**config.mk**
```make
export PLATFORM = sky130hd
export DESIGN_NAME = neuron_eval_sequencer_flat
export DESIGN_NICKNAME = d
export VERILOG_FILES = /design/src/rtl/neuron_eval_sequencer_pkg.sv /design/src/rtl/neuron_eval_sequencer_if.sv /design/src/rtl/neuron_eval_sequencer_mac_acc.sv /design/src/rtl/neuron_eval_sequencer.sv /design/src/flat_wrapper.sv
export SDC_FILE = /design/constraint.sdc
export NUM_CORES = 1
export LEC_CHECK = 0
export CORE_MARGIN = 2
export CORE_UTILIZATION = 50
export CTS_BUF_LIST = sky130_fd_sc_hd__clkbuf_4 sky130_fd_sc_hd__clkbuf_8
export DETAILED_ROUTE_END_ITERATION = 6
export GPL_TIMING_DRIVEN = 1
export PLACE_DENSITY_LB_ADDON = 0.12
export SYNTH_ARGS = -nofsm -noshare
export SYNTH_HDL_FRONTEND = slang
export SYNTH_SLANG_ARGS = --single-unit
```
**constraint.sdc**
```tcl
create_clock -name Clock -period 3.4 [get_ports Clock]
set_input_delay 0.68 -clock Clock [delete_from_list [all_inputs] [get_ports Clock]]
set_output_delay 0.68 -clock Clock [all_outputs]
set_load 0.01 [all_outputs]
```
**src/rtl/neuron_eval_sequencer_pkg.sv**
```systemverilog
// -----------------------------------------------------------------------------
// neuron_eval_sequencer_pkg
//   Shared definitions for the 20-input perceptron evaluation slice:
//   datapath dimensions, the sequencer FSM state type, register-decoder
//   address constants and a sign-extension helper used by the datapath.
// -----------------------------------------------------------------------------
package neuron_eval_sequencer_pkg;

  // Datapath dimensions.
  localparam int N_COEF = 20;  // training coefficients / input bits
  localparam int COEF_W = 16;  // signed width of a coefficient and of the offset
  localparam int ACC_W  = 21;  // COEF_W + clog2(N_COEF+1): the full sum cannot overflow
  localparam int IDX_W  = 5;   // coefficient index width, >= clog2(N_COEF)

  // Register-decoder address map (word addresses on the host bus).
  localparam logic [7:0] ADDR_START     = 8'h00;  // write here raises Start
  localparam logic [7:0] ADDR_OFFSET    = 8'h01;  // offset coefficient
  localparam logic [7:0] ADDR_ENTRADA   = 8'h02;  // input vector
  localparam logic [7:0] ADDR_STATUS    = 8'h03;  // Busy/Valid/Result/Overrun
  localparam logic [7:0] ADDR_SUM       = 8'h04;  // accumulated sum
  localparam logic [7:0] ADDR_COEF_BASE = 8'h10;  // w[0] .. w[N_COEF-1]

  // Sequencer states: one LOAD cycle, N_COEF ACC cycles, one FIN cycle.
  typedef enum logic [1:0] {
    ST_IDLE = 2'd0,
    ST_LOAD = 2'd1,
    ST_ACC  = 2'd2,
    ST_FIN  = 2'd3
  } state_e;

  // Sign-extend a coefficient-width value to accumulator width.
  function automatic logic [ACC_W-1:0] sext_coef(input logic [COEF_W-1:0] v);
    return {{(ACC_W-COEF_W){v[COEF_W-1]}}, v};
  endfunction

endpackage : neuron_eval_sequencer_pkg

```
**src/rtl/neuron_eval_sequencer_if.sv**
```systemverilog
// -----------------------------------------------------------------------------
// neuron_eval_sequencer_if
//   Bundles the register-bank side of the sequencer.
//   master : register decoder / coefficient bank (drives requests, data, CoefIn)
//   slave  : neuron_eval_sequencer (drives index, status and result)
//   Start    start request level from the decoder
//   Write    bus write strobe; a start counts only with Start & Write
//   Entrada  input vector, bit i is x[i]
//   Offset   signed offset coefficient
//   CoefIn   coefficient selected by CoefSel (combinational mux)
//   CoefSel  coefficient index presented to the mux
//   Busy     evaluation in progress (register bank blocks writes)
//   Done     one-cycle pulse when Sum/Result update
//   Valid    Sum/Result hold a completed evaluation
//   Sum      signed accumulated sum
//   Result   neuron output, 1 when Sum >= 0
//   Overrun  sticky: a start arrived while busy
// -----------------------------------------------------------------------------
interface neuron_eval_sequencer_if;
  import neuron_eval_sequencer_pkg::*;

  logic              Start;
  logic              Write;
  logic [N_COEF-1:0] Entrada;
  logic [COEF_W-1:0] Offset;
  logic [COEF_W-1:0] CoefIn;
  logic [IDX_W-1:0]  CoefSel;
  logic              Busy;
  logic              Done;
  logic              Valid;
  logic [ACC_W-1:0]  Sum;
  logic              Result;
  logic              Overrun;

  modport master (
    output Start, Write, Entrada, Offset, CoefIn,
    input  CoefSel, Busy, Done, Valid, Sum, Result, Overrun
  );

  modport slave (
    input  Start, Write, Entrada, Offset, CoefIn,
    output CoefSel, Busy, Done, Valid, Sum, Result, Overrun
  );

endinterface : neuron_eval_sequencer_if

```
**src/rtl/neuron_eval_sequencer_mac_acc.sv**
```systemverilog
// -----------------------------------------------------------------------------
// neuron_mac_acc
//   Registered signed accumulator for the perceptron dot product.
//   load_i has priority and seeds the accumulator with the sign-extended
//   offset; add_i adds one sign-extended coefficient. The next-state value
//   is exposed so the sequencer can publish the final sum in the same cycle
//   the last product lands.
//   clk         system clock, rising edge
//   rst_n       asynchronous active-low reset
//   load_i      seed accumulator with load_val_i
//   load_val_i  signed offset (COEF_W)
//   add_i       add addend_i this cycle
//   addend_i    signed coefficient (COEF_W)
//   acc_next_o  value the accumulator takes at the next edge (ACC_W)
// -----------------------------------------------------------------------------
module neuron_mac_acc
  import neuron_eval_sequencer_pkg::*;
(
  input  logic              clk,
  input  logic              rst_n,
  input  logic              load_i,
  input  logic [COEF_W-1:0] load_val_i,
  input  logic              add_i,
  input  logic [COEF_W-1:0] addend_i,
  output logic [ACC_W-1:0]  acc_next_o
);

  logic [ACC_W-1:0] acc_q;
  logic [ACC_W-1:0] acc_d;

  // NOTE: every always_comb output gets a default first, so no path through
  // the block leaves it unassigned and no latch is inferred.
  always_comb begin
    acc_d = acc_q;
    if (load_i) begin
      acc_d = sext_coef(load_val_i);
    end else if (add_i) begin
      // Two's complement wraps, but ACC_W is wide enough that it never does.
      acc_d = acc_q + sext_coef(addend_i);
    end
  end

  // NOTE: sequential state uses non-blocking assignments so every register
  // samples pre-edge values regardless of process ordering.
  always_ff @(posedge clk or negedge rst_n) begin
    if (!rst_n) begin
      acc_q <= '0;
    end else begin
      acc_q <= acc_d;
    end
  end

  assign acc_next_o = acc_d;

endmodule : neuron_mac_acc

```
**src/rtl/neuron_eval_sequencer.sv**
```systemverilog
// -----------------------------------------------------------------------------
// neuron_eval_sequencer
//   Runs one evaluation of the N_COEF-input perceptron per accepted start:
//   LOAD seeds the accumulator with Offset and snapshots Entrada, ACC walks
//   CoefSel 0..N_COEF-1 adding w[i] where x[i]=1, FIN publishes the result.
//   A trigger is the rising edge of Start & Write; a trigger seen while busy
//   (including the FIN cycle) is dropped and raises the sticky Overrun flag.
//   Ports
//     Clock    system clock, rising edge
//     Reset_n  asynchronous active-low reset
//     bus      neuron_eval_sequencer_if.slave (see interface header)
// -----------------------------------------------------------------------------
module neuron_eval_sequencer
  import neuron_eval_sequencer_pkg::*;
(
  input  logic                    Clock,
  input  logic                    Reset_n,
  neuron_eval_sequencer_if.slave  bus
);

  state_e            state_q, state_d;
  logic              start_q, start_d;
  logic [IDX_W-1:0]  idx_q, idx_d;
  logic [N_COEF-1:0] xs_q, xs_d;
  logic [ACC_W-1:0]  sum_q, sum_d;
  logic              result_q, result_d;
  logic              valid_q, valid_d;
  logic              overrun_q, overrun_d;

  logic              trigger;
  logic              last_idx;
  logic              acc_load;
  logic              acc_add;
  logic [ACC_W-1:0]  acc_next;

  // Rising edge of the qualified start; a held Start & Write fires once.
  assign start_d  = bus.Start & bus.Write;
  assign trigger  = start_d & ~start_q;
  assign last_idx = (idx_q == IDX_W'(N_COEF - 1));

  neuron_mac_acc u_mac (
    .clk        (Clock),
    .rst_n      (Reset_n),
    .load_i     (acc_load),
    .load_val_i (bus.Offset),
    .add_i      (acc_add),
    .addend_i   (bus.CoefIn),
    .acc_next_o (acc_next)
  );

  always_comb begin
    state_d   = state_q;
    idx_d     = idx_q;
    xs_d      = xs_q;
    sum_d     = sum_q;
    result_d  = result_q;
    valid_d   = valid_q;
    overrun_d = overrun_q;
    acc_load  = 1'b0;
    acc_add   = 1'b0;

    // Accepted only from IDLE; anything else is an overrun and is dropped.
    if (trigger) begin
      if (state_q == ST_IDLE) begin
        overrun_d = 1'b0;
        valid_d   = 1'b0;
      end else begin
        overrun_d = 1'b1;
      end
    end

    case (state_q)
      ST_IDLE: begin
        if (trigger) begin
          state_d = ST_LOAD;
        end
      end

      ST_LOAD: begin
        acc_load = 1'b1;
        xs_d     = bus.Entrada;
        idx_d    = '0;
        state_d  = ST_ACC;
      end

      ST_ACC: begin
        // CoefIn is the mux output for idx_q in this same cycle.
        acc_add = xs_q[idx_q];
        if (last_idx) begin
          // Capture the completed sum as it enters the accumulator so that
          // Sum/Result/Valid are already valid while Done is high in FIN.
          idx_d    = '0;
          sum_d    = acc_next;
          result_d = ~acc_next[ACC_W-1];
          valid_d  = 1'b1;
          state_d  = ST_FIN;
        end else begin
          idx_d = idx_q + IDX_W'(1);
        end
      end

      ST_FIN: begin
        state_d = ST_IDLE;
      end

      default: begin
        state_d = ST_IDLE;
      end
    endcase
  end

  // NOTE: the Entrada snapshot is reset along with the control state; it is
  // only N_COEF flops, and a defined value keeps acc_add free of X after reset.
  always_ff @(posedge Clock or negedge Reset_n) begin
    if (!Reset_n) begin
      state_q   <= ST_IDLE;
      start_q   <= 1'b0;
      idx_q     <= '0;
      xs_q      <= '0;
      sum_q     <= '0;
      result_q  <= 1'b0;
      valid_q   <= 1'b0;
      overrun_q <= 1'b0;
    end else begin
      state_q   <= state_d;
      start_q   <= start_d;
      idx_q     <= idx_d;
      xs_q      <= xs_d;
      sum_q     <= sum_d;
      result_q  <= result_d;
      valid_q   <= valid_d;
      overrun_q <= overrun_d;
    end
  end

  // Status decodes straight from the state register: Busy spans LOAD..FIN,
  // Done is exactly the single FIN cycle.
  assign bus.CoefSel = idx_q;
  assign bus.Busy    = (state_q != ST_IDLE);
  assign bus.Done    = (state_q == ST_FIN);
  assign bus.Valid   = valid_q;
  assign bus.Sum     = sum_q;
  assign bus.Result  = result_q;
  assign bus.Overrun = overrun_q;

endmodule : neuron_eval_sequencer

```
**src/flat_wrapper.sv**
```systemverilog
// flat-port wrapper written by rule: the top's interface ports become plain ports
module neuron_eval_sequencer_flat import neuron_eval_sequencer_pkg::*;
  (Clock, Reset_n, bus_Start, bus_Write, bus_Entrada, bus_Offset, bus_CoefIn, bus_CoefSel, bus_Busy, bus_Done, bus_Valid, bus_Sum, bus_Result, bus_Overrun);
  neuron_eval_sequencer_if bus_i ();
  input  logic Clock;
  input  logic Reset_n;
  input wire logic [$bits(bus_i.Start)-1:0] bus_Start;
  input wire logic [$bits(bus_i.Write)-1:0] bus_Write;
  input wire logic [$bits(bus_i.Entrada)-1:0] bus_Entrada;
  input wire logic [$bits(bus_i.Offset)-1:0] bus_Offset;
  input wire logic [$bits(bus_i.CoefIn)-1:0] bus_CoefIn;
  output wire logic [$bits(bus_i.CoefSel)-1:0] bus_CoefSel;
  output wire logic [$bits(bus_i.Busy)-1:0] bus_Busy;
  output wire logic [$bits(bus_i.Done)-1:0] bus_Done;
  output wire logic [$bits(bus_i.Valid)-1:0] bus_Valid;
  output wire logic [$bits(bus_i.Sum)-1:0] bus_Sum;
  output wire logic [$bits(bus_i.Result)-1:0] bus_Result;
  output wire logic [$bits(bus_i.Overrun)-1:0] bus_Overrun;
  assign bus_i.Start = bus_Start;
  assign bus_i.Write = bus_Write;
  assign bus_i.Entrada = bus_Entrada;
  assign bus_i.Offset = bus_Offset;
  assign bus_i.CoefIn = bus_CoefIn;
  assign bus_CoefSel = bus_i.CoefSel;
  assign bus_Busy = bus_i.Busy;
  assign bus_Done = bus_i.Done;
  assign bus_Valid = bus_i.Valid;
  assign bus_Sum = bus_i.Sum;
  assign bus_Result = bus_i.Result;
  assign bus_Overrun = bus_i.Overrun;
  neuron_eval_sequencer u_core (.Clock(Clock), .Reset_n(Reset_n), .bus(bus_i));
endmodule
```
## After elaboration in Yosys (flattened, before gate mapping)

Cells that the tools add are included.

| cells by class | value |
|---|---|
| multiplexer cells | 16 |
| equality and inequality tests | 6 |
| bitwise logic cells | 4 |
| shift-type cells | 0 |
| $mul | 0 |
| div/mod/pow operators | 0 |
| reduce and logical (&&, ||, !) cells | 5 |
| $lt $le $gt $ge | 1 |
| add/subtract/negate cells | 2 |

Operator list:

| cell | count |
|---|---|
| two-way mux 21 bit | 2 |
| adder 21 bit | 1 |
| one-hot mux 5 bit (2 select lines) | 1 |
| two-way mux 1 bit | 8 |
| one-hot mux 2 bit (4 select lines) | 1 |
| < comparator 5 x 6 -> 1 bit, second input constant | 1 |
| adder 5 x 1 -> 5 bit, second input constant | 1 |
| binary-select mux 1 bit (select 5 bit) | 1 |
| == test 5 bit, second input constant | 1 |
| two-way mux 5 bit | 1 |
| == test 2 bit, second input constant | 2 |
| two-way mux 2 bit | 2 |
| inequality test 2 x 1 -> 1 bit, second input constant | 2 |
| AND reduction 2 bit | 2 |
| nonzero test 2 bit | 2 |
| AND 1 bit | 2 |
| == test 2 x 1 -> 1 bit, second input constant | 1 |
| logical NOT 2 bit | 1 |
| inverter 1 bit | 2 |

| word-level totals | value |
|---|---|
| bits in latches | 0 |
| memory bits (read-only) | 0 |
| memories kept | 0 |
| word-level logic and storage cells | 43 |
| RAM bits | 0 |
| input port bits | 56 |
| register bits after elaboration | 73 |

## Depth between registers and ports, before layout

| logic depth | value |
|---|---|
| depth after elaboration | 6 |
| mapped depth | 11 |
| mapped depth without buffers | 10 |

## Modules after synthesis

A second synthesis with hierarchy kept.

| unflattened totals | value |
|---|---|
| cell total of the unflattened synthesis | 390 |
| area total of the unflattened synthesis | 4329.2 µm² |

By module, submodules not included:

| module | instances | area an instance (µm²) | seq. area each (µm²) | cells an instance |
|---|---|---|---|---|
| neuron_eval_sequencer | 1 | 2338.5 | 1301.2 | 157 |
| neuron_mac_acc | 1 | 1990.7 | 525.5 | 233 |

## Least setup slack after synthesis

OpenSTA, ideal clock, no wires.

| timing path | value |
|---|---|
| path kind | input -> register |
| start point | input port bus_CoefIn[0] |
| end point | register u_core.result_q (netlist: u_core.bus.Result) |
| library setup time | 124 ps |
| arrival time | 2957 ps |
| slack | 319 ps |
| stages on the path | 10 |
| cells stage by stage | ha_1 fa_1 a211oi_1 o21ai_0 a22oi_1 a211oi_1 or4_4 a21oi_1 nor3_2 o31a_1 |

| on the way | value |
|---|---|
| word-level cells in the longest chain between the ends | 4 |

RTL lines:

| what | RTL line | source |
|---|---|---|
| start, declared | flat_wrapper.sv:11 | `input wire logic [$bits(bus_i.CoefIn)-1:0] bus_CoefIn;` |
| adder 21 bit | neuron_eval_sequencer_mac_acc.sv:39 | `acc_d = acc_q + sext_coef(addend_i);` |
| two-way mux 21 bit | neuron_eval_sequencer_mac_acc.sv:37 | `end else if (add_i) begin` |
| two-way mux 21 bit | neuron_eval_sequencer_mac_acc.sv:35 | `if (load_i) begin` |
| inverter 1 bit | neuron_eval_sequencer.sv:94 | `result_d = ~acc_next[ACC_W-1];` |
| end signal, assigned | neuron_eval_sequencer.sv:130 | `result_q <= result_d;` |
| end, declared | neuron_eval_sequencer.sv:26 | `logic result_q, result_d;` |

Every way passes these cells.
A chain may end at the register's enable or synchronous reset.

## Final worst setup path

Same ends and word-level chain as after synthesis.

==> PnR_summary.wiki <==
{| class="wikitable"
! Metric !! Value
|-
| Outcome || finished, final reports clean
|-
| Post-DP HPWL || 7.23 mm
|-
| Total number of H-tree levels || 3
|-
| Global router's overall resource usage || 0.227
|-
| Area inside the core boundary || 0.00826 mm^2
|-
| Final period util || 0.948
|-
| Setup violators final || 0
|-
| Netlist area before placement || between 0.004 and 0.005 mm^2
|-
| Largest net degree at the start of global routing || 74
|-
| Start-to-end type of the worst setup path || input port to flop
|-
| Max Root-Sink Buffers || 2
|-
| Fraction of final layout cells with drive strength greater than 1 || 0.175
|-
| Via count of the routed design || 3,483
|-
| Slew Limit Fails || 0
|-
| Number of vias per cell || roughly 5.5
|-
| Hold Crit Class || input port to async pin
|-
| Global routing's busiest layer || met2
|-
| Worst setup slack after layout || 0.178 ns
|-
| Measured slew at the worst slew-check pin || 0.927 ns
|-
| Length in cells of the worst reg-to-reg path || 9
|-
| Diodes inserted || 0
|-
| Average size of a mapped cell || approximately 10 um^2
|-
| Overall Power || 0.00443 W
|-
| Cell variety after synth || 53
|-
| Maximum resistive drop on vdd || approximately 0.42 mV
|-
| ANT nets after route || 0
|-
| Insertion delay to the later sink of the worst-skew pair || between 0.3 and 0.4 ns
|-
| Pre-CTS setup slack || -0.390 ns
|-
| DRC viols || 0
|-
| Post-synth EDFFs || 0
|-
| Area share of the leading cell type in the synthesized netlist || 0.425
|-
| Element type at the critical path end || flop
|-
| Nets in the synthesized netlist || 495
|-
| Final GP Congestion || 0.865
|-
| Unrepaired setup endpoints after global routing || false
|-
| Initial antenna violation count || 0
|-
| Number of iterations in the first detailed-routing pass || 4
|-
| Global routing met3 resource utilization || 0.0614
|-
| Number of max-cap violations || 0
|-
| Ranking of synthesized cells by area || sky130_fd_sc_hd__dfrtp_1 43%, sky130_fd_sc_hd__mux2_2 8.1%, sky130_fd_sc_hd__ha_1 7.3%, sky130_fd_sc_hd__nand2_1 3.8%, sky130_fd_sc_hd__a21oi_1 3.6%
|-
| Vias in the first global route || 3,638
|-
| GR Overflow Total || 0
|-
| CTS tree || done
|-
| Fraction of registers with async set/reset || 1.00
|-
| Arrival @ worst endpoint || 3.47 ns
|-
| Overall die area || 0.00935 mm^2
|-
| Final Hold Vio Count || 0
|-
| Required time reported for the critical path endpoint || approximately 3.7 ns
|-
| Slew HR || 0.382
|-
| Root Driver || sky130_fd_sc_hd__clkbuf_8
|-
| Fraction of met1 tracks used by global routing || 0.280
|-
| Starting density of the core || 0.520
|-
| Number of clock sinks seen by CTS || 73
|-
| Cell leakage power || 2.47 nW
|-
| Post-route minimum period || 3.22 ns
|-
| Number of placed I/O pins || 87
|-
| Detailed Route WL || 10.0 mm
|-
| Core Rows || 33
|-
| TritonCTS buffer count || 9
|-
| Warning count from the yosys run || 0
|-
| GRT met2 Usage || 0.389
|-
| Synthesis-to-layout area growth || 30.2%
|-
| Fin Clk Skew || about 0.011 ns
|-
| Die W || between 90 and 100 um
|-
| Flip-flop cell with the highest count after synthesis || sky130_fd_sc_hd__dfrtp_1
|-
| Clock Pin Slew Worst Setup and Hold Paths || 0.08 ns
|-
| Slack of the worst reg-to-reg path || 0.51 ns
|-
| Number of nets in the layout || 602
|-
| Top-count cell post-synth || sky130_fd_sc_hd__dfrtp_1
|-
| Wire length of the first global-routing pass || 17.2 mm
|-
| Synth area leader || sky130_fd_sc_hd__dfrtp_1
|-
| Number of I/O port buffers || between 80 and 90
|-
| Critical register-to-register path startpoint || u_core.bus.CoefSel[0]
|-
| Commonest cells in the netlist || 73 x sky130_fd_sc_hd__dfrtp_1, 44 x sky130_fd_sc_hd__nand2_1, 31 x sky130_fd_sc_hd__a21oi_1, 31 x sky130_fd_sc_hd__mux2_2, 25 x sky130_fd_sc_hd__ha_1
|-
| Number of instances in the synthesized netlist || 413
|-
| Fmax achieved || around 310 MHz
|-
| Post-synthesis sequential element count || 73
|-
| Average wire per standard cell || 15.9 um
|-
| Number of design-rule violations left by the first detailed-router iteration || 111
|-
| Destination of the worst register-to-register timing path || u_core.bus.Sum[11]
|-
| Power density over cell area || 792 mW/mm^2
|-
| Y dimension of the die || just under 100 um
|-
| Part of the Yosys area used for sequential elements || 0.425
|-
| Largest fanout of any net on the critical path || 3
|-
| Crit start category || input port
|}
## worst max-delay path, cell delays in order
cell,delay [ns]
sky130_fd_sc_hd__clkdlybuf4s50_1,0.43
sky130_fd_sc_hd__ha_1,0.24
sky130_fd_sc_hd__fa_1,0.40
sky130_fd_sc_hd__a211oi_2,0.23
sky130_fd_sc_hd__o21ai_1,0.14
sky130_fd_sc_hd__a22oi_2,0.21
sky130_fd_sc_hd__a211oi_1,0.14
sky130_fd_sc_hd__or4_4,0.44
sky130_fd_sc_hd__a21oi_1,0.19
sky130_fd_sc_hd__nor3_2,0.08
sky130_fd_sc_hd__o31a_1,0.30
## placed cells by master, fill, tap and decap left out, types with 4 or more instances in the layout
cell and n:
sky130_fd_sc_hd__clkdlybuf4s50_1 85, sky130_fd_sc_hd__dfrtp_1 73, sky130_fd_sc_hd__nand2_1 44, sky130_fd_sc_hd__a21oi_1 31, sky130_fd_sc_hd__mux2_2 31, sky130_fd_sc_hd__buf_4 28, sky130_fd_sc_hd__ha_1 25, sky130_fd_sc_hd__nor2_1 24
sky130_fd_sc_hd__o21ai_0 23, sky130_fd_sc_hd__inv_1 14, sky130_fd_sc_hd__xor2_1 10, sky130_fd_sc_hd__clkbuf_8 10, sky130_fd_sc_hd__nand3_1 9, sky130_fd_sc_hd__mux2i_1 8, sky130_fd_sc_hd__nand2b_1 8, sky130_fd_sc_hd__o31ai_1 6
sky130_fd_sc_hd__o21ai_1 6, sky130_fd_sc_hd__nor2b_1 6, sky130_fd_sc_hd__mux4_1 5, sky130_fd_sc_hd__xnor2_1 5, sky130_fd_sc_hd__and2_1 5, sky130_fd_sc_hd__mux2_4 5, sky130_fd_sc_hd__a22o_1 5, sky130_fd_sc_hd__a211oi_1 4
sky130_fd_sc_hd__o211ai_1 4, sky130_fd_sc_hd__a21o_1 4, sky130_fd_sc_hd__o21bai_1 4
## cell families after synthesis
kind of cell / count (synthesis) / synth area share
multiplexers: 49 / 0.148
flip-flops: 73 / 0.425
adder cells (fa/ha/maj): 26 / 0.0775
AND/OR/NAND/NOR: 112 / 0.125
buffers and inverters: 31 / 0.0323
XOR/XNOR: 15 / 0.0306
AO/OA/AOI/OAI: 107 / 0.161
## metrics by stage
| stage | area (um^2) | hold WS (ns) | std cells | utilization | setup TNS (ns) |
|---|---|---|---|---|---|
| 2_1_floorplan | 4300 | 0.384 | 413 | - | 0 |
| 3_3_place_gp | 5400 | 0.459 | 614 | 0.654 | -0.810 |
| 3_5_place_dp | 5400 | 0.466 | 614 | 0.654 | -1.17 |
| 4_1_cts | 5590 | 0.485 | 630 | 0.677 | 0 |
| 5_1_grt | 5590 | 0.515 | 630 | 0.677 | 0 |
| 6_report | 5590 | 0.458 | 630 | 0.677 | 0 |
## how the worst max path moves through the flow
| stage | startpoint | endpoint | slack [ns] | depth (start not counted) |
|---|---|---|---|---|
| finish | bus_CoefIn[0] | u_core.bus.Result | 0.18 | 11 |
| detailed placement | bus_CoefIn[0] | u_core.bus.Result | -0.39 | 11 |
| global route | bus_CoefIn[0] | u_core.bus.Result | 0.06 | 11 |
| CTS | bus_CoefIn[0] | u_core.bus.Result | 0.08 | 11 |
| floorplan | bus_CoefIn[0] | u_core.bus.Result | 0.32 | 10 |
| global placement | bus_CoefIn[0] | u_core.bus.Result | -0.31 | 11 |
## per-layer routing
| metal | vias to the layer above | routed length, um |
|---|---|---|
| li1 | 1703 | - |
| met1 | 1678 | 4370 |
| met2 | 89 | 5020 |
| met3 | 13 | 517 |
| met4 | 0 | 123 |
| met5 | - | 0 |
## flip-flops by register name, summed over array words and instances (netlist names)
register,cells
u_core.bus.CoefSel,5
u_core.bus.Overrun,1
u_core.bus.Result,1
u_core.bus.Sum,21
u_core.bus.Valid,1
u_core.start_q,1
u_core.state_q,2
u_core.u_mac.acc_q,21
u_core.xs_q,20
## power by group
group,leakage [nW],internal (W),switching [W]
Sequential,0.878,0.00116,0.000172
Combinational,1.51,0.00121,0.00126
Clock,0.0894,0.000301,0.000334
## timing repair
item                                    CTS  global route
resized for setup                         1             2
endpoints found under the setup margin    1             2
hold buffers                              0             0
cloned                                    0             0
setup buffers                             0             0
## area by class of cell
class                           instances  area (um^2)
Fill cell                             693         2670
Multi-Input combinational cell        309         2340
Sequential cell                        73         1830
Timing Repair Buffer                  113         1060
Clock buffer                           12          153
Tap cell                              105          131
Inverter                               14         52.6
Clock inverter                          4         28.8
(Power assumes the default switching activity.)
